File: config.mk
export PLATFORM = sky130hd
export DESIGN_NAME = mul4_seq_ctrl
export DESIGN_NICKNAME = d
export VERILOG_FILES = /design/src/rtl/mul4_seq_ctrl.sv
export SDC_FILE = /design/constraint.sdc
export NUM_CORES = 1
export LEC_CHECK = 0
export ABC_AREA = 0
export BUFFER_PORTS_ARGS = -buffer_cell sky130_fd_sc_hd__buf_2
export CORE_UTILIZATION = 39
export CTS_CLUSTER_SIZE = 10
export DETAILED_ROUTE_END_ITERATION = 10
export HOLD_SLACK_MARGIN = 0.06
export PLACE_DENSITY = 0.67
export SLEW_MARGIN = 25
export SYNTH_ARGS = -nofsm -noshare
export SYNTH_HDL_FRONTEND = slang
export SYNTH_SLANG_ARGS = --single-unit
File: constraint.sdc
create_clock -name clk -period 9.75 [get_ports clk]
set_input_delay 0.975 -clock clk [delete_from_list [all_inputs] [get_ports clk]]
set_output_delay 0.975 -clock clk [all_outputs]
set_load 0.02 [all_outputs]
File: src/rtl/mul4_seq_ctrl.sv
// -----------------------------------------------------------------------------
// mul4_seq_ctrl
//
// Purpose:
//   Multi-cycle sequencer for the two-digit by two-digit unsigned multiply
//   {a1,a0} * {b1,b0} -> {y3,y2,y1,y0}.
//
//   A single WIDTH x WIDTH multiplier is shared across up to four partial
//   products. Each partial product is shifted into place and added into a
//   4*WIDTH-bit accumulator:
//
//       step0 : a0*b0
//       step1 : a0*b1 << WIDTH
//       step2 : a1*b0 << WIDTH
//       step3 : a1*b1 << 2*WIDTH
//
//   The full product always fits in 4*WIDTH bits, so the accumulator never
//   overflows.
//
//   Operands are captured when the input handshake completes, so changes on
//   a*/b* after that point have no effect on the result in progress.
//
// Build option:
//   MUL4_SEQ_ZERO_SKIP_EN
//     When defined, a step whose two digits are not both nonzero is skipped.
//     Such a step would only add zero.
//     - A 4-bit step mask is built when operands are accepted.
//     - Each MUL edge processes the lowest set mask bit, then clears it.
//     - An all-zero mask goes straight from IDLE to DONE with y = 0.
//     Results are identical in both builds; only latency changes.
//
// Ports:
//   clk        in   sole clock; all state updates on its rising edge
//   rst        in   synchronous, active-high reset (highest priority)
//   in_valid   in   operands a1/a0/b1/b0 are valid
//   in_ready   out  block can accept operands (IDLE)
//   a1, a0     in   high / low digit of A (WIDTH bits each)
//   b1, b0     in   high / low digit of B (WIDTH bits each)
//   out_valid  out  y3..y0 hold a completed product (DONE)
//   out_ready  in   consumer accepts the result
//   y3..y0     out  product digits, y3 is the most significant
//   busy       out  high while partial products are being accumulated (MUL)
// -----------------------------------------------------------------------------
module mul4_seq_ctrl #(
    parameter int WIDTH = 16
) (
    input  logic             clk,
    input  logic             rst,

    input  logic             in_valid,
    output logic             in_ready,
    input  logic [WIDTH-1:0] a1,
    input  logic [WIDTH-1:0] a0,
    input  logic [WIDTH-1:0] b1,
    input  logic [WIDTH-1:0] b0,

    output logic             out_valid,
    input  logic             out_ready,
    output logic [WIDTH-1:0] y3,
    output logic [WIDTH-1:0] y2,
    output logic [WIDTH-1:0] y1,
    output logic [WIDTH-1:0] y0,

    output logic             busy
);

    // Product and accumulator widths.
    localparam int PW = 2 * WIDTH;   // one partial product
    localparam int AW = 4 * WIDTH;   // accumulator / full result

    // FSM state encoding.
    localparam logic [1:0] ST_IDLE = 2'd0;
    localparam logic [1:0] ST_MUL  = 2'd1;
    localparam logic [1:0] ST_DONE = 2'd2;

    // -------------------------------------------------------------------------
    // State registers and their next-state values
    // -------------------------------------------------------------------------

    // Control.
    logic [1:0]       state_reg, state_next;
    logic [1:0]       step_reg,  step_next;

    // Datapath.
    logic [AW-1:0]    acc_reg,   acc_next;
    logic [AW-1:0]    y_reg,     y_next;

    // Captured operands.
    logic [WIDTH-1:0] a1_reg,    a1_next;
    logic [WIDTH-1:0] a0_reg,    a0_next;
    logic [WIDTH-1:0] b1_reg,    b1_next;
    logic [WIDTH-1:0] b0_reg,    b0_next;

`ifdef MUL4_SEQ_ZERO_SKIP_EN
    // One bit per partial-product step still to be processed.
    logic [3:0]       mask_reg,  mask_next;
    logic [3:0]       accept_mask;
`endif

    // -------------------------------------------------------------------------
    // Step selection
    //
    //   cur_step  : which partial product the MUL edge handles
    //   last_step : this MUL edge completes the operation
    // -------------------------------------------------------------------------
    logic [1:0] cur_step;
    logic       last_step;

`ifdef MUL4_SEQ_ZERO_SKIP_EN
    // A step only contributes when both of its digits are nonzero.
    // Bit order matches the step number: {a1*b1, a1*b0, a0*b1, a0*b0}.
    assign accept_mask = {(a1 != '0) && (b1 != '0),
                          (a1 != '0) && (b0 != '0),
                          (a0 != '0) && (b1 != '0),
                          (a0 != '0) && (b0 != '0)};

    // Lowest set bit of the remaining mask selects the step. The loop runs
    // from the top bit down, so the lowest set bit is assigned last and wins.
    always_comb begin
        cur_step = 2'd0;
        for (int i = 3; i >= 0; i--) begin
            if (mask_reg[i]) begin
                cur_step = 2'(i);
            end
        end
    end

    // Clearing the lowest set bit leaves zero exactly when one bit remains.
    assign last_step = ((mask_reg & (mask_reg - 4'd1)) == 4'd0);
`else
    assign cur_step  = step_reg;
    assign last_step = (step_reg == 2'd3);
`endif

    // -------------------------------------------------------------------------
    // Shared partial-product multiplier
    //
    // Step bit 1 picks the A digit and step bit 0 picks the B digit:
    //   00 -> a0*b0   01 -> a0*b1   10 -> a1*b0   11 -> a1*b1
    // -------------------------------------------------------------------------
    logic [WIDTH-1:0] op_a;
    logic [WIDTH-1:0] op_b;
    logic [PW-1:0]    pp;

    assign op_a = cur_step[1] ? a1_reg : a0_reg;
    assign op_b = cur_step[0] ? b1_reg : b0_reg;
    assign pp   = PW'(op_a) * PW'(op_b);

    // -------------------------------------------------------------------------
    // Shifted candidates, one per step
    //
    // Each candidate is the partial product moved to its digit weight:
    //   step0 -> weight 0, steps 1/2 -> weight WIDTH, step3 -> weight 2*WIDTH.
    // Only the candidate for the active step is added to the accumulator.
    // -------------------------------------------------------------------------
    logic [AW-1:0] pp_cand [4];

    generate
        for (genvar gi = 0; gi < 4; gi++) begin : g_pp_shift
            localparam int SH = (gi == 0) ? 0 :
                                (gi == 3) ? 2 * WIDTH : WIDTH;
            assign pp_cand[gi] = {{PW{1'b0}}, pp} << SH;
        end
    endgenerate

    logic [AW-1:0] pp_shifted;
    logic [AW-1:0] acc_sum;

    assign pp_shifted = pp_cand[cur_step];
    assign acc_sum    = acc_reg + pp_shifted;

    // -------------------------------------------------------------------------
    // Next-state logic
    // -------------------------------------------------------------------------
    always_comb begin
        // Default: hold every register.
        state_next = state_reg;
        step_next  = step_reg;
        acc_next   = acc_reg;
        y_next     = y_reg;
        a1_next    = a1_reg;
        a0_next    = a0_reg;
        b1_next    = b1_reg;
        b0_next    = b0_reg;
`ifdef MUL4_SEQ_ZERO_SKIP_EN
        mask_next  = mask_reg;
`endif

        case (state_reg)
            // Wait for operands. in_ready is high only here.
            ST_IDLE: begin
                if (in_valid) begin
                    a1_next    = a1;
                    a0_next    = a0;
                    b1_next    = b1;
                    b0_next    = b0;
                    acc_next   = '0;
                    step_next  = 2'd0;
                    state_next = ST_MUL;
`ifdef MUL4_SEQ_ZERO_SKIP_EN
                    mask_next  = accept_mask;
                    // No contributing step: the product is zero.
                    if (accept_mask == 4'd0) begin
                        y_next     = '0;
                        state_next = ST_DONE;
                    end
`endif
                end
            end

            // One partial product per edge. The final sum goes straight to y,
            // so y never shows a partially accumulated value.
            ST_MUL: begin
                acc_next  = acc_sum;
                step_next = step_reg + 2'd1;
`ifdef MUL4_SEQ_ZERO_SKIP_EN
                mask_next = mask_reg & (mask_reg - 4'd1);
`endif
                if (last_step) begin
                    y_next     = acc_sum;
                    state_next = ST_DONE;
                end
            end

            // Hold the result until the consumer takes it. y is left intact
            // on exit; only out_valid drops. Operands arriving in the same
            // cycle are not accepted, because in_ready is low here.
            ST_DONE: begin
                if (out_ready) begin
                    state_next = ST_IDLE;
                end
            end

            default: begin
                state_next = ST_IDLE;
            end
        endcase
    end

    // -------------------------------------------------------------------------
    // Registers
    // -------------------------------------------------------------------------
    always_ff @(posedge clk) begin
        if (rst) begin
            state_reg <= ST_IDLE;
            step_reg  <= 2'd0;
            acc_reg   <= '0;
            y_reg     <= '0;
            a1_reg    <= '0;
            a0_reg    <= '0;
            b1_reg    <= '0;
            b0_reg    <= '0;
`ifdef MUL4_SEQ_ZERO_SKIP_EN
            mask_reg  <= 4'd0;
`endif
        end else begin
            state_reg <= state_next;
            step_reg  <= step_next;
            acc_reg   <= acc_next;
            y_reg     <= y_next;
            a1_reg    <= a1_next;
            a0_reg    <= a0_next;
            b1_reg    <= b1_next;
            b0_reg    <= b0_next;
`ifdef MUL4_SEQ_ZERO_SKIP_EN
            mask_reg  <= mask_next;
`endif
        end
    end

    // -------------------------------------------------------------------------
    // Outputs (all taken from registered state)
    // -------------------------------------------------------------------------
    assign in_ready  = (state_reg == ST_IDLE);
    assign busy      = (state_reg == ST_MUL);
    assign out_valid = (state_reg == ST_DONE);

    // Split the result register into digits, y0 in the lowest WIDTH bits.
    logic [WIDTH-1:0] y_digit [4];

    generate
        for (genvar gi = 0; gi < 4; gi++) begin : g_y_split
            assign y_digit[gi] = y_reg[gi*WIDTH +: WIDTH];
        end
    endgenerate

    assign y0 = y_digit[0];
    assign y1 = y_digit[1];
    assign y2 = y_digit[2];
    assign y3 = y_digit[3];

endmodule

# After elaboration in Yosys (flattened, before gate mapping)
# Cells that the tools add are included.
[totals] ff_bits=196 wordCells=38 output_inout_bits=67 input_bits=68
[op_classes] bitwise_logic=1 n_mul=1 add_sub_neg=2 n_eq_ne=6 magnitude_cmp=1 muxes=13 n_reduce_logical=6
[ops] op="2-to-1 mux 64 bit" n=3
[ops] op="binary-select mux 64 bit (select 2 bit)" n=1
[ops] op="case mux 64 bit (2 select lines)" n=1
[ops] op="adder 64 bit" n=1
[ops] op="multiplier 16 x 16 -> 32 bit" n=1
[ops] op="2-to-1 mux 16 bit" n=2
[ops] op="2-to-1 mux 2 bit" n=4
[ops] op="case mux 2 bit (3 select lines)" n=1
[ops] op="AND reduction 2 bit" n=3
[ops] op="== test 2 bit (second input constant)" n=2
[ops] op="!= test 2 x 1 -> 1 bit (second input constant)" n=2
[ops] op="case mux 2 bit (2 select lines)" n=1
[ops] op=">= comparator 3 bit (second input constant)" n=1
[ops] op="inverter 2 -> 3 bit" n=1
[ops] op="AND reduction 3 bit" n=1
[ops] op="adder 2 x 1 -> 2 bit (second input constant)" n=1
[ops] op="== test 2 x 1 -> 1 bit (second input constant)" n=1
[ops] op="zero test 2 bit" n=1
[ops] op="!= test 2 bit (second input constant)" n=1
[ops] op="nonzero test 2 bit" n=1

# Logic depth before layout (Yosys ltp)
# Gate-level depths: netlist of run 1.
[depth] ltp_word=7 ltp_mapped=39 mapped_depth_nobuf=35

# Least setup slack after synthesis of run 1
# No wires, ideal clock.
[synth_timing] path_type="reg2reg" startpoint="reg step_reg[1] (netlist: cur_step[1])" endpoint="reg y_reg[63]" path_stages_with_launch=37 required_ns=9.664 period_less_slack_ns=9.522 n_path_buf=3 path_slack_ns=0.228 setup_ns=0.086 t_arrival_ns=9.436 cell_sequence="dfxtp_1 -> clkbuf_1 -> clkbuf_1 -> buf_1 -> mux2i_1 -> nor2_1 -> fa_1 -> inv_1 -> fa_1 -> inv_1 -> fa_1 -> fa_1 -> fa_1 -> inv_1 -> fa_1 -> inv_1 -> ha_1 -> a21o_1 -> a21o_1 -> a21oi_1 -> o21ai_0 -> o41ai_1 -> a211oi_1 -> or3_1 -> nand2_1 -> o21ai_1 -> ha_1 -> a21o_1 -> o21bai_1 -> a221o_1 -> a31o_2 -> a2111oi_2 -> a21oi_1 -> a31oi_1 -> xor2_1 -> xor2_1 -> a211oi_1"
[synth_between] elab_chain_len=6 word_cells_on_any_way=9 classes_between="add/sub (1); mul (1); eq/ne (1); mux (4); bitwise (1); reduce/logical (1)"
[synth_rtl] element="start, declared" line_no="82" source="logic [1:0] step_reg, step_next;"
[synth_rtl] element="start signal, assigned" line_no="258" source="step_reg <= step_next;"
[synth_rtl] element="2-to-1 mux 16 bit" line_no="145" source="assign op_a = cur_step[1] ? a1_reg : a0_reg;"
[synth_rtl] element="multiplier 16 x 16 -> 32 bit" line_no="147" source="assign pp = PW'(op_a) * PW'(op_b);"
[synth_rtl] element="binary-select mux 64 bit (select 2 bit)" line_no="169" source="assign pp_shifted = pp_cand[cur_step];"
[synth_rtl] element="2-to-1 mux 64 bit (implied by the code) (2 in a row)" line_no="169"
[synth_rtl] element="adder 64 bit" line_no="170" source="assign acc_sum = acc_reg + pp_shifted;"
[synth_rtl] element="end signal, assigned" line_no="260" source="y_reg <= y_next;"
[synth_rtl] element="end, declared" line_no="86" source="logic [AW-1:0] y_reg, y_next;"
# Several ways; a longest one is shown, not always the timed one. The select of a mux whose other input is x is not followed.
# A chain may end at the register's enable or synchronous reset.

# Worst setup path after layout of run 1
[layout_timing] startpoint="reg step_reg[1] (netlist: cur_step[1])" endpoint="reg acc_reg[63]"
[layout_between] elab_chain_len=7 word_cells_on_any_way=8 classes_between="add/sub (1); mul (1); mux (5); bitwise (1)"
[layout_rtl] element="2-to-1 mux 16 bit" line_no="145"
[layout_rtl] element="multiplier 16 x 16 -> 32 bit" line_no="147"
[layout_rtl] element="binary-select mux 64 bit (select 2 bit) *" line_no="169"
[layout_rtl] element="2-to-1 mux 64 bit (implied by the code) * (2 in a row)" line_no="169"
[layout_rtl] element="adder 64 bit *" line_no="170"
[layout_rtl] element="case mux 64 bit (2 select lines) *" line_no="189" source="case (state_reg)"
[layout_rtl] element="end signal, assigned" line_no="259" source="acc_reg <= acc_next;"
[layout_rtl] element="end, declared" line_no="85" source="logic [AW-1:0] acc_reg, acc_next;"
# Every way passes the cells marked *; elsewhere a longest branch is shown, timed or not. The select of a mux whose other input is x is not followed.

==> qor.yml, run 1 <==
outcome:
  outcome: "complete, no violations"
synthesis:
  post-synth-top-area-cell: "dfxtp_1"
  synth_nets: 2989
  asyncSetResetFlopFracSynth_pct: 0
  synth.yosys.warnings: 0
  synth_area_leaders: "dfxtp_1 (19%), fa_1 (19%), ha_1 (10%)"
  synth.top_cell.area_share_pct: 19.5
  synth-seq-cells: 196
  yosysSeqAreaShare_pct: 19.5
  mappedNetlistArea_mm2: 0.0202
  number_of_enable_flip_flop_cells_after_synthesis: 0
  postSynthCellCount: 2558
  synth_flop_cell: "dfxtp_1"
  synthesis.area_per_instance_um2: 7.88
  ys_types: 76
setup_path:
  critical_path_buffers_and_inverters: 7
  reg2reg_to: "acc_reg[63]"
  required_ns: 10.19
  startpoint_type: "flip-flop"
  worst_path_dominant_cell_family: "adder cells"
  critical_path_depth: 36
  worstSetupEndpointType: "flip-flop"
  cp_slowest_stage_delay_ns: 0.54
  worst_reg2reg_path_length_in_cells: 36
  startpoint_of_the_lowest_slack_register_to_register_path: "cur_step[1]"
  critical_path_class: "flip-flop to flip-flop"
  maximum_net_fanout_on_the_critical_path: 27
  timing.critical_path.mode_cell: "fa_1"
  startpoint: "cur_step[1]"
  critical_path_arrival_ns: 9.84
  worst_case_register_to_register_setup_slack_ns: 0.35
  timing_endpoint_of_the_critical_path: "acc_reg[63]"
  crit_slowest_cell: "fa_1"
timing:
  slew_headroom_pct: 44.5
  finalSetupViolCount: 0
  timing.setup.tns_ns: 0
  finalClockSkew_ns: 0.0185
  hold_viol_final: 0
  min_period_ns: 9.40
  achievable-frequency_mhz: 106
  fin_crit_sh_pct: 96.4
  drv_slew: 0
  grt_setup_unrepaired: "true"
  worst_slew_pin_slew_ns: 0.833
  finalHoldWorstSlack_ns: 0.453
power:
  clock_power_share_pct: 31.2
  power-per-cell-area_mw_per_mm2: 102
  leakagePower_uw: 0.0105
  power.net_switching_uw: 894
  ir_worst_vdd_mv: 0.120
  power_frac_seq_pct: 36.3
  power.share.combinational_pct: 32.6
  total_power_uw: 2340
  cell_internal_pwr_uw: 1450
  power.share.switching_pct: 38.1
global_routing:
  first_global_vias: 18300
  grt_max_degree: 108
  grt.total_usage_pct: 24.9
  first_pass_grt_wire_length_um: 102000
  grt.overflow.total: 0
  number_of_antenna_violations_at_the_first_check_in_global_routing: 0
clock_network:
  tritoncts: "yes"
  clock_insertion_delay_worst_skew_ns: 0.51
  ctsHtreeMaxLevel: 4
  cts_root_buf: "clkbuf_16"
  clock_edge_transition_at_the_registers_on_the_reported_setup_and_hold_paths_ns: 0.09
  clock-sinks: 196
  maximum_count_of_clock_buffers_along_a_single_path: 2
  tritoncts.num_buffers: 17
floorplanning:
  std_cell_rows: 82
  boundaryPins: 135
  die_x_um: 229
  floorplan.core_area_mm2: 0.0506
  die_area_mm2: 0.0526
  dieHeight_um: 229
  initial_core_util_pct: 39.9
run:
  cap_violations: 0
placed_design:
  total_of_buffers_placed_on_input_and_output_ports: 134
  dpl_cell_area_mm2: 0.0222
  dpl.hpwl_um: 51800
  number_of_instances_in_the_placed_design: 3369
  gp_routability_congestion: 0.957
cells_and_area:
  num-nets-final: 3149
  stdcell_area_mm2: 0.0229
  layout_cells_sized_above_1_pct: 13.8
  synthToLayoutAreaGrowth_pct: 13.8
  finalNonFillerCells: 3405
drt:
  routed_via_density: 5.44
  routed_wirelength_um: 64900
  detailroute.via_count: 18500
  wire_per_inst_um: 19.1
  drt.antenna.violating_nets: 0
  drc: 0
  detailedRoute.firstIterationViolations: 1391
  first_pass_iters: 5
worst_hold_path:
  worstHoldPathType: "flip-flop to flip-flop"
## metal layers
layer / global-route usage [%] / share of wire [%]
met1: 34.0 / 46
met2: 39.1 / 46
met3: 5.18 / 6.3
met4: 7.81 / 2.2
met5: 0 / 0
## worst register-to-register path: cells and delay by family, from the launching register on
family | cells | cell delay, ns
xor+xnor | 2 | 0.51
simple gates | 6 | 1.09
flops | 1 | 0.37
fa+ha+maj | 8 | 3.70
buf+inv | 7 | 0.81
compound gates | 12 | 2.49
mux | 1 | 0.36
## power by group through the flow
stage / clock network (µW) / registers, µW / logic [µW]
after global placement: 0 / 867 / 741
after global routing: 778 / 853 / 832
after floorplan: 0 / 857 / 464
after detailed placement: 0 / 868 / 747
after CTS: 758 / 849 / 751
final: 731 / 850 / 763
## worst min path at each step
stage | from | to | slack (ns) | cells past startpoint
6_report | y_reg[46] | y_reg[46] | 0.45 | 2
5_1_grt | y_reg[12] | y_reg[12] | 0.48 | 2
4_1_cts | y_reg[28] | y_reg[28] | 0.45 | 2
3_5_place_dp | y_reg[28] | y_reg[28] | 0.44 | 2
3_3_place_gp | y_reg[50] | y_reg[50] | 0.44 | 2
2_1_floorplan | acc_reg[52] | acc_reg[52] | 0.43 | 2
## layout make-up
| cell class | instances | area (µm²) |
|---|---|---|
| sequential | 196 | 3930 |
| multi-input combinational | 1978 | 14900 |
| antenna | 2 | 5.00 |
| inverter | 254 | 953 |
| fill | 5039 | 27600 |
| clock inverter | 13 | 138 |
| tap | 672 | 841 |
| clock buffer | 19 | 443 |
| timing repair buffer | 271 | 1760 |
## per-stage QoR
step / utilization, % / setup WS (ns)
floorplan: - / 0.228
global placement: 44.0 / 0.389
finish: 45.4 / 0.350
global route: 45.4 / -0.0343
detailed placement: 44.0 / 0.274
CTS: 45.1 / 0.245
## cells by family after synthesis
family | Yosys count | share of synthesized area [%]
buf+inv | 384 | 7.26
compound gates | 547 | 17.0
fa+ha+maj | 363 | 29.8
flops | 196 | 19.5
xor+xnor | 81 | 3.52
mux | 63 | 3.30
simple gates | 924 | 19.7
## cell usage in the layout, fill, tap and decap left out, drive strengths merged, types with 52 or more instances in the layout
master | Yosys | routed
nand2 | 489 | 489
buf | 24 | 271
inv | 253 | 258
a21oi | 254 | 254
nor2 | 219 | 219
dfxtp | 196 | 196
fa | 195 | 195
ha | 168 | 168
o21ai | 86 | 86
nand3 | 65 | 65
xnor2 | 53 | 53
a21o | 52 | 52
## synthesized netlist by cell type (4+ instances only)
master	instances
nand2_1	489
a21oi_1	253
inv_1	252
nor2_1	219
dfxtp_1	196
fa_1	195
ha_1	168
clkbuf_1	106
o21ai_0	75
nand3_1	65
xnor2_1	53
a21o_1	52
mux2i_1	35
mux2_2	28
xor2_1	28
nand4_1	21
and3_1	19
nor3_1	19
o21bai_1	19
a31oi_1	18
or3_1	18
buf_1	17
a22o_1	16
o22ai_1	15
and2_1	14
nand2b_1	14
o21a_1	13
a211oi_1	12
o21ai_1	10
nand3b_1	9
a21boi_0	8
nor2b_1	8
or2_2	7
buf_2	5
o31a_1	5
o31ai_1	5
or4_1	5
a2111oi_0	4
nand4b_1	4
nor4_1	4
o211ai_1	4
## what timing repair did
item                       4_1_cts  5_1_grt
gates resized for setup          0       23
setup buffers                    0        2
setup endpoints to repair        0       31
hold buffers                     0        0
Note: power is estimated with default switching activity, not from simulation.
==> inputs of run 2 (changes only) <==
--- a/config.mk
+++ b/config.mk
@@ -7,6 +7,7 @@
 export LEC_CHECK = 0
 export ABC_AREA = 0
 export BUFFER_PORTS_ARGS = -buffer_cell sky130_fd_sc_hd__buf_2
+export CORE_MARGIN = 5
 export CORE_UTILIZATION = 39
 export CTS_CLUSTER_SIZE = 10
 export DETAILED_ROUTE_END_ITERATION = 10
==> constraint.sdc (replaced) <==
create_clock -name clk -period 9.75 [get_ports clk]
set_input_delay 1.95 -clock clk [delete_from_list [all_inputs] [get_ports clk]]
set_output_delay 1.95 -clock clk [all_outputs]
set_load 0.02 [all_outputs]
==> qor.yml, run 2 (synthesis gave the netlist of run 1 again) <==
placed_design:
  dpl.hpwl_um: 50100
  place_worst_setup_slack_ns: 0.102
  dpl_cell_area_mm2: 0.0218
  gp_routability_congestion: 0.974
  total_of_buffers_placed_on_input_and_output_ports: 134
cells_and_area:
  fillCellCount: 5174
  stdcell_area_mm2: 0.0226
  synthToLayoutAreaGrowth_pct: 12.1
  mostFrequentLayoutCell: "nand2_1"
  num_antenna_cells: 0
  layout.cells.most_common_list: "nand2_1 (487), inv_1 (252), a21oi_1 (247), nor2_1 (218), fa_1 (195)"
  num-nets-final: 3099
  layout_cells_sized_above_1_pct: 12.4
setup_path:
  worst_path_dominant_cell_family: "adder cells"
  startpoint_type: "flip-flop"
  crit_slowest_cell: "fa_1"
  maximum_net_fanout_on_the_critical_path: 11
  critical_path_buffers_and_inverters: 4
  critical_path_arrival_ns: 9.77
  cp_slowest_stage_delay_ns: 0.57
  critical_path_class: "flip-flop to flip-flop"
  required_ns: 10.16
  timing.critical_path.mode_cell: "fa_1"
  worstSetupEndpointType: "flip-flop"
floorplanning:
  die_area_mm2: 0.0563
  boundaryPins: 135
  floorplan.core_area_mm2: 0.0513
  initial_core_util_pct: 39.3
  dieHeight_um: 237
  die_x_um: 237
  std_cell_rows: 83
timing:
  finalHoldWorstSlack_ns: 0.455
  worst_slack_ns: 0.399
  worst_slew_pin_slew_ns: 0.954
  hold_viol_final: 0
  min_period_ns: 9.35
  grt_setup_unrepaired: "true"
  finalClockSkew_ns: 0.0150
  slew_headroom_pct: 36.4
  drv_slew: 0
  achievable-frequency_mhz: 107
  finalSetupViolCount: 0
  fin_crit_sh_pct: 95.9
clock_network:
  clock-sinks: 196
  tritoncts.num_buffers: 17
  clock_edge_transition_at_the_registers_on_the_reported_setup_and_hold_paths_ns: 0.08
  cts_root_buf: "clkbuf_16"
  ctsHtreeMaxLevel: 4
  maximum_count_of_clock_buffers_along_a_single_path: 2
  clock_insertion_delay_worst_skew_ns: 0.51
  tritoncts: "yes"
drt:
  detailroute.via_count: 18600
  wire_per_inst_um: 18.7
  drc: 0
  first_pass_iters: 5
  routed_via_density: 5.52
  routed_wirelength_um: 62900
  drt.antenna.violating_nets: 0
  detailedRoute.firstIterationViolations: 1445
global_routing:
  grt.overflow.total: 0
  number_of_antenna_violations_at_the_first_check_in_global_routing: 2
  first_pass_grt_wire_length_um: 100000
  first_global_vias: 18300
  grt_max_degree: 108
  grt.total_usage_pct: 22.1
worst_hold_path:
  worstHoldPathType: "flip-flop to flip-flop"
power:
  total_power_uw: 2300
  power-per-cell-area_mw_per_mm2: 102
  ir_worst_vdd_mv: 0.0988
  leakagePower_uw: 0.0102
run:
  cap_violations: 0
outcome:
  outcome: "complete, no violations"
[run 2: changes by cell type in the layout (fill, tap and decap cells not counted), sizes merged]
cell,before,now
diode,2,0
clkinvlp,2,0
clkbuf,19,21
buf,271,221
[run 2: final timing paths]
check                                 start         to  slack (ns)  depth (start not counted)
worst min register to register     y_reg[6]   y_reg[6]        0.45                          2
worst min-delay path               y_reg[6]   y_reg[6]        0.45                          2
worst max-delay path            cur_step[1]  y_reg[63]        0.40                         33
worst max register to register  cur_step[1]  y_reg[63]        0.40                         33
[run 2: through the flow]
stage          setup TNS, ns  std cells  utilization [%]
2_1_floorplan              0       2558                -
3_3_place_gp               0       3321             42.5
3_5_place_dp               0       3321             42.5
4_1_cts                    0       3353             43.7
5_1_grt              -0.0260       3361             44.0
6_report                   0       3361             44.0
[run 2: cell type report]
cell class              count  area [µm²]  share of cell area, %
multi-input cells        1978       14900                   65.9
repair buffers            221        1380                   6.13
well taps                 680         851                   3.77
clock buffers              21         470                   2.08
clock inverters            11         113                  0.498
flip-flops and latches    196        3930                   17.4
inverters                 254         953                   4.22
[run 2: worst min-delay path, cell delays in order, from the launching register on]
cell,delay [ns]
dfxtp_1,0.31
nand2_1,0.05
a21oi_1,0.05
[run 2: power by group]
| group | total, µW | internal (µW) | switching [µW] |
|---|---|---|---|
| clock | 722 | 357 | 365 |
| combinational | 725 | 253 | 472 |
| sequential | 849 | 826 | 22.9 |
| total | 2300 | 1440 | 860 |
[run 2: routing by layer]
metal	wire length (µm)	share of wire (%)	up-vias	track usage, %
met3	4460	7.1	103	4.75
met4	1450	2.3	4	6.37
met5	27	0.043	-	0
li1	-	-	8709	-
met2	29600	47	657	36.3
met1	27400	44	9078	29.5
[run 2: repair_timing]
item                                    in CTS  in global routing
hold buffers                                 0                  0
resized for setup                            0                 25
buffers inserted                             0                  8
endpoints found under the hold margin        0                  0
endpoints found under the setup margin       0                 43
